## config.mk

```make
export PLATFORM = sky130hd
export DESIGN_NAME = gtech_pad_oe_arbiter_flat
export DESIGN_NICKNAME = d
export VERILOG_FILES = /design/src/rtl/gtech_pad_oe_arbiter_if.sv /design/src/rtl/gtech_pad_oe_arbiter.sv /design/src/flat_wrapper.sv
export SDC_FILE = /design/constraint.sdc
export NUM_CORES = 1
export LEC_CHECK = 0
export CORE_MARGIN = 2
export CORE_UTILIZATION = 25
export CTS_BUF_LIST = sky130_fd_sc_hd__clkbuf_4 sky130_fd_sc_hd__clkbuf_8 sky130_fd_sc_hd__clkbuf_16
export CTS_CLUSTER_DIAMETER = 50
export DETAILED_ROUTE_END_ITERATION = 8
export PLACE_DENSITY = 0.55
export SYNTH_ARGS = -nofsm -noshare
export SYNTH_HDL_FRONTEND = slang
export SYNTH_SLANG_ARGS = --single-unit
```

## constraint.sdc

```tcl
create_clock -name clk -period 4 [get_ports clk]
set_input_delay 1.2 -clock clk [delete_from_list [all_inputs] [get_ports clk]]
set_output_delay 1.2 -clock clk [all_outputs]
set_load 0.05 [all_outputs]
```

## src/rtl/gtech_pad_oe_arbiter_if.sv

```systemverilog
`default_nettype none
// ----------------------------------------------------------------------------
// gtech_pad_oe_arbiter_if : requester/pad-bus bundle for the OE arbiter. Rev 1.0
// ----------------------------------------------------------------------------
interface gtech_pad_oe_arbiter_if #(
  parameter int N_REQ = 4,
  parameter int WIDTH = 8
);
  logic [N_REQ-1:0]       req;
  logic [N_REQ*WIDTH-1:0] data_in;
  logic [N_REQ-1:0]       gnt;
  logic                   oe;
  logic [WIDTH-1:0]       data_out;
  logic                   bus_busy;

  modport master (output req, data_in, input gnt, oe, data_out, bus_busy);
  modport slave  (input req, data_in, output gnt, oe, data_out, bus_busy);
endinterface
`default_nettype wire

```

## src/rtl/gtech_pad_oe_arbiter.sv

```systemverilog
`default_nettype none
// ----------------------------------------------------------------------------
// gtech_pad_oe_arbiter : round-robin owner arbiter and OE sequencer for a shared
// tristate pad bus, with fixed turnaround between owners.            Rev 1.0
// ----------------------------------------------------------------------------
module gtech_pad_oe_arbiter #(
  parameter int N_REQ     = 4,
  parameter int WIDTH     = 8,
  parameter int MAX_BURST = 16,
  parameter int TURN_CYC  = 2
) (
  input  logic                  clk,
  input  logic                  rst_n,
  gtech_pad_oe_arbiter_if.slave bus
);
  localparam int IW = (N_REQ > 1) ? $clog2(N_REQ) : 1;

  typedef enum logic [1:0] {
    IDLE  = 2'd0,
    DRIVE = 2'd1,
    TURN  = 2'd2
  } state_t;

  state_t          state, state_nxt;
  logic [IW-1:0]   owner, owner_nxt;
  logic [IW-1:0]   ptr, ptr_nxt;
  logic [7:0]      burst, burst_nxt;
  logic [3:0]      turn, turn_nxt;
  logic [N_REQ-1:0] gnt_r, gnt_nxt;
  logic            oe_r;
  logic            busy_r;

  logic            win_vld;
  logic [IW-1:0]   win_idx;
  logic [IW:0]     cand;

  // Rotating search starting at ptr; first requester found wins.
  always_comb begin
    win_vld = 1'b0;
    win_idx = '0;
    cand    = '0;
    for (int i = 0; i < N_REQ; i++) begin
      cand = {1'b0, ptr} + (IW+1)'(i);
      if (cand >= (IW+1)'(N_REQ))
        cand = cand - (IW+1)'(N_REQ);
      if (!win_vld && bus.req[cand[IW-1:0]]) begin
        win_vld = 1'b1;
        win_idx = cand[IW-1:0];
      end
    end
  end

  always_comb begin
    state_nxt = state;
    owner_nxt = owner;
    ptr_nxt   = ptr;
    burst_nxt = burst;
    turn_nxt  = turn;
    case (state)
      IDLE: begin
        if (win_vld) begin
          state_nxt = DRIVE;
          owner_nxt = win_idx;
          ptr_nxt   = (win_idx == IW'(N_REQ-1)) ? '0 : win_idx + 1'b1;
          burst_nxt = '0;
        end
      end
      DRIVE: begin
        if (!bus.req[owner] || burst == 8'(MAX_BURST-1)) begin
          state_nxt = TURN;
          turn_nxt  = '0;
        end else begin
          burst_nxt = burst + 8'd1;
        end
      end
      TURN: begin
        if (turn == 4'(TURN_CYC-1)) begin
          if (win_vld) begin
            state_nxt = DRIVE;
            owner_nxt = win_idx;
            ptr_nxt   = (win_idx == IW'(N_REQ-1)) ? '0 : win_idx + 1'b1;
            burst_nxt = '0;
          end else begin
            state_nxt = IDLE;
          end
        end else begin
          turn_nxt = turn + 4'd1;
        end
      end
      default: state_nxt = IDLE;
    endcase
  end

  // Grant is decoded from the next owner so GNT/OE are true registers.
  for (genvar g = 0; g < N_REQ; g++) begin : g_gnt
    assign gnt_nxt[g] = (state_nxt == DRIVE) && (owner_nxt == IW'(g));
  end

  always_ff @(posedge clk or negedge rst_n) begin
    if (!rst_n) begin
      state  <= IDLE;
      owner  <= '0;
      ptr    <= '0;
      burst  <= '0;
      turn   <= '0;
      gnt_r  <= '0;
      oe_r   <= 1'b0;
      busy_r <= 1'b0;
    end else begin
      state  <= state_nxt;
      owner  <= owner_nxt;
      ptr    <= ptr_nxt;
      burst  <= burst_nxt;
      turn   <= turn_nxt;
      gnt_r  <= gnt_nxt;
      oe_r   <= (state_nxt == DRIVE);
      busy_r <= (state_nxt != IDLE);
    end
  end

  assign bus.gnt      = gnt_r;
  assign bus.oe       = oe_r;
  assign bus.bus_busy = busy_r;
  assign bus.data_out = oe_r ? bus.data_in[owner*WIDTH +: WIDTH] : '0;

endmodule
`default_nettype wire

```

## src/flat_wrapper.sv

```systemverilog
// flat-port wrapper written by rule: the top's interface ports become plain ports
module gtech_pad_oe_arbiter_flat 
#(
  parameter int N_REQ     = 4,
  parameter int WIDTH     = 8,
  parameter int MAX_BURST = 16,
  parameter int TURN_CYC  = 2
)
  (clk, rst_n, bus_req, bus_data_in, bus_gnt, bus_oe, bus_data_out, bus_bus_busy);
  gtech_pad_oe_arbiter_if #(.N_REQ(N_REQ), .WIDTH(WIDTH)) bus_i ();
  input  logic clk;
  input  logic rst_n;
  input wire logic [$bits(bus_i.req)-1:0] bus_req;
  input wire logic [$bits(bus_i.data_in)-1:0] bus_data_in;
  output wire logic [$bits(bus_i.gnt)-1:0] bus_gnt;
  output wire logic [$bits(bus_i.oe)-1:0] bus_oe;
  output wire logic [$bits(bus_i.data_out)-1:0] bus_data_out;
  output wire logic [$bits(bus_i.bus_busy)-1:0] bus_bus_busy;
  assign bus_i.req = bus_req;
  assign bus_i.data_in = bus_data_in;
  assign bus_gnt = bus_i.gnt;
  assign bus_oe = bus_i.oe;
  assign bus_data_out = bus_i.data_out;
  assign bus_bus_busy = bus_i.bus_busy;
  gtech_pad_oe_arbiter #(.N_REQ(N_REQ), .WIDTH(WIDTH), .MAX_BURST(MAX_BURST), .TURN_CYC(TURN_CYC)) u_core (.clk(clk), .rst_n(rst_n), .bus(bus_i));
endmodule
```

==> impl_metrics.tcl <==
set metrics [dict create \
    first_global_vias 1537 \
    overflow 0 \
    die_area_sq_mm 0.00756 \
    clock_path_buffers 2 \
    met2_wirelength_um 1790 \
    top_layer "met4" \
    cap_violations 0 \
    place_worst_setup_slack_ns 0.379 \
    hp-class "reg -> reg" \
    hold_end "u_core.burst[7]" \
    nNetsFinal 264 \
    powerDensity_mw_per_mm2 654 \
    initial_core_util_pct 25.6 \
    ys.flop_type "dfrtp_1" \
    syn-num-nets 212 \
    wl_met1_um 1880 \
    yosys.area.top_type "dfrtp_1" \
    setup_ws_ns 0.391 \
    io_buffers 51 \
    r2r_setup_slack_ns 1.70 \
    cts_setup_buffers 0 \
    hp-start "u_core.burst[7]" \
    synth_area_per_cell_sq_um 10.3 \
    cp-start-kind "input pin" \
    grt_max_degree 25 \
    finalSetupViolations 0 \
    arrival_ns 2.41 \
    coreArea_sq_mm 0.00672 \
    crit_slowest_cell "mux4_2" \
    cts_hold_buf 0 \
    ys_ff_latch 24 \
    cts-root-buf "clkbuf_8" \
    row_count 30 \
    postRouteAntennaNets 0 \
    postLayoutCoreUtil_pct 35.3 \
    clock_skew_ns 0.00434 \
    dp_hpwl_um 3110 \
    setup_tns_ns 0 \
    seq_area_frac_synth_pct 34.9 \
    rsz0062_at_grt "no" \
    wirelength_um 4180 \
    yosysMostFrequentCell "dfrtp_1" \
    syn_area_sq_mm 0.00172 \
    gp_congestion 0.799 \
    ctsResizeCount 0 \
    required_ns 2.80 \
    n_antenna_cell 0 \
    synth_common_cells "24 x dfrtp_1, 12 x nand2_1, 9 x mux4_2, 9 x nand3_1" \
    reg2reg_from "u_core.state[0]" \
    yosys_warnings 0 \
    layout-drive-gt1-share_pct 17.9 \
    worstSetupPathType "in -> out" \
    wl_per_cell_um 14.0 \
    finalPower_mw 1.55 \
    cts_sinks 24 \
    numCtsBuffers 3 \
    pin_count 52 \
    fp.dieW_um 86.9 \
    ys_top_cells_by_area "dfrtp_1 35%, mux4_2 12%, ha_1 5.1%" \
    routed-via-count 1517 \
    r2r.worst_path.cells 7 \
    die_h_um 86.9 \
    p_leak_nw 0.974 \
    n_fill_cell 666 \
    r2r_end "u_core.burst[4]" \
    outcome "finished clean" \
    drv_slew 0 \
    endpoint_kind "output pin" \
    drc 0 \
    grt_usage_pct 11.7 \
    min_period_ns 3.61 \
    dr.first_iter.drc_count 40 \
    max_stage_delay_ns 0.46 \
    synthArstFlopShare_pct 100 \
    netlist.area_leader.share_pct 34.9 \
    dr.pass1.iters 4 \
    synthDistinctLibCells 48 \
    h-tree-depth 1 \
    finalNonFillerCells 298 \
    whs_path_depth 1 \
    clkLatencyLatePin_ns 0.27 \
    slew_headroom_pct 52.6 \
    wl_met3_um 429 \
    cts.clk_slew.worst_paths_ns 0.09 \
    vdd_ir_drop_max_uv 275 \
    path_max_fanout 1 \
    area_growth_pct 38.1 \
    via_per_inst 5.09 \
    synthCells 167 \
    antenna_found_initial 0 \
    path_cells "clkdlybuf4s50_1 -> mux4_2 -> and2_1 -> buf_4" \
    fmax_mhz 277 \
    synth-edff-count 0 \
    cts_tree "done" \
    hold_viol_final 0 \
    grt_pass1_wl_um 7110 \
    worst_pin_slew_ns 0.706 \
    dp_cells 294 \
    fin_crit_sh_pct 90.2 \
]
logic make-up after synthesis:
family | count (synthesis) | synth area share [%]
and+or+nand+nor | 63 | 21.8
AOI/OAI and AO/OA | 44 | 19.7
DFF | 24 | 34.9
buffers and inverters | 14 | 3.06
muxes | 14 | 15.0
adders and majority gates | 7 | 5.09
xor gates and xnor gates | 1 | 0.510
critical path, delay by kind of cell:
| family | cells | cell delay [ns] |
|---|---|---|
| AND/OR/NAND/NOR | 1 | 0.17 |
| multiplexers | 1 | 0.46 |
| buffers and inverters | 2 | 0.57 |
worst max-delay path by stage:
stage	slack [ns]	start	to
finish	0.39	bus_data_in[24]	bus_data_out[0]
floorplan	0.84	bus_data_in[24]	bus_data_out[0]
global route	0.34	bus_data_in[24]	bus_data_out[0]
CTS	0.37	bus_data_in[24]	bus_data_out[0]
global placement	0.37	bus_data_in[24]	bus_data_out[0]
detailed placement	0.38	bus_data_in[24]	bus_data_out[0]
through the flow:
step / cell area (sq um) / hold WS [ns]
floorplan: 1720 / 0.447
global route: 2370 / 0.543
CTS: 2370 / 0.504
global placement: 2300 / 0.486
finish: 2370 / 0.501
detailed placement: 2300 / 0.488
power by group:
part / total (mW) / switching, mW / internal, mW
Sequential: 0.408 / 0.100 / 0.308
Combinational: 0.928 / 0.517 / 0.412
Clock: 0.216 / 0.0823 / 0.134
area by class of cell:
| cell class | instances | area (sq um) | share of cell area [%] |
|---|---|---|---|
| Multi-Input combinational cell | 129 | 1070 | 44.9 |
| Sequential cell | 24 | 601 | 25.3 |
| Timing Repair Buffer | 53 | 505 | 21.3 |
| Tap cell | 80 | 100 | 4.22 |
| Clock buffer | 3 | 41.3 | 1.74 |
| Clock inverter | 1 | 30.0 | 1.27 |
| Inverter | 8 | 30.0 | 1.27 |
placed cells by master (no fill, tap or decap), types with 2 or more instances in the layout:
cell / synthesis / layout
clkdlybuf4s50_1: 0 / 43
dfrtp_1: 24 / 24
nand2_1: 12 / 12
buf_4: 0 / 10
mux4_2: 9 / 9
nand3_1: 9 / 9
inv_1: 8 / 8
o21ai_0: 8 / 8
and2_1: 8 / 8
ha_1: 7 / 7
nor2_1: 6 / 6
a211oi_1: 4 / 4
a22o_1: 4 / 4
mux2_2: 4 / 4
or3_1: 4 / 4
o31ai_1: 4 / 4
a21o_1: 3 / 3
a21oi_1: 3 / 3
or4_1: 3 / 3
nand4_1: 3 / 3
o21ai_1: 3 / 3
clkbuf_8: 0 / 3
or3b_1: 2 / 2
o211ai_1: 2 / 2
nor3_1: 2 / 2
and3b_1: 2 / 2
or2_2: 2 / 2
nor3b_1: 2 / 2
a22o_2: 2 / 2
registers in the layout (all words and copies together) (netlist names):
| signal | count |
|---|---|
| u_core.owner | 2 |
| u_core.burst | 8 |
| u_core.ptr | 2 |
| u_core.bus.bus_busy | 1 |
| u_core.bus.gnt | 4 |
| u_core.turn | 4 |
| u_core.bus.oe | 1 |
| u_core.state | 2 |
per-layer routing:
| layer | track usage (%) | vias up |
|---|---|---|
| met2 | 19.4 | 62 |
| met4 | 5.11 | 0 |
| met5 | 0 | - |
| met3 | 2.94 | 6 |
| met1 | 14.5 | 704 |
| li1 | - | 745 |
No activity file was read; power rests on OpenSTA's default activity.
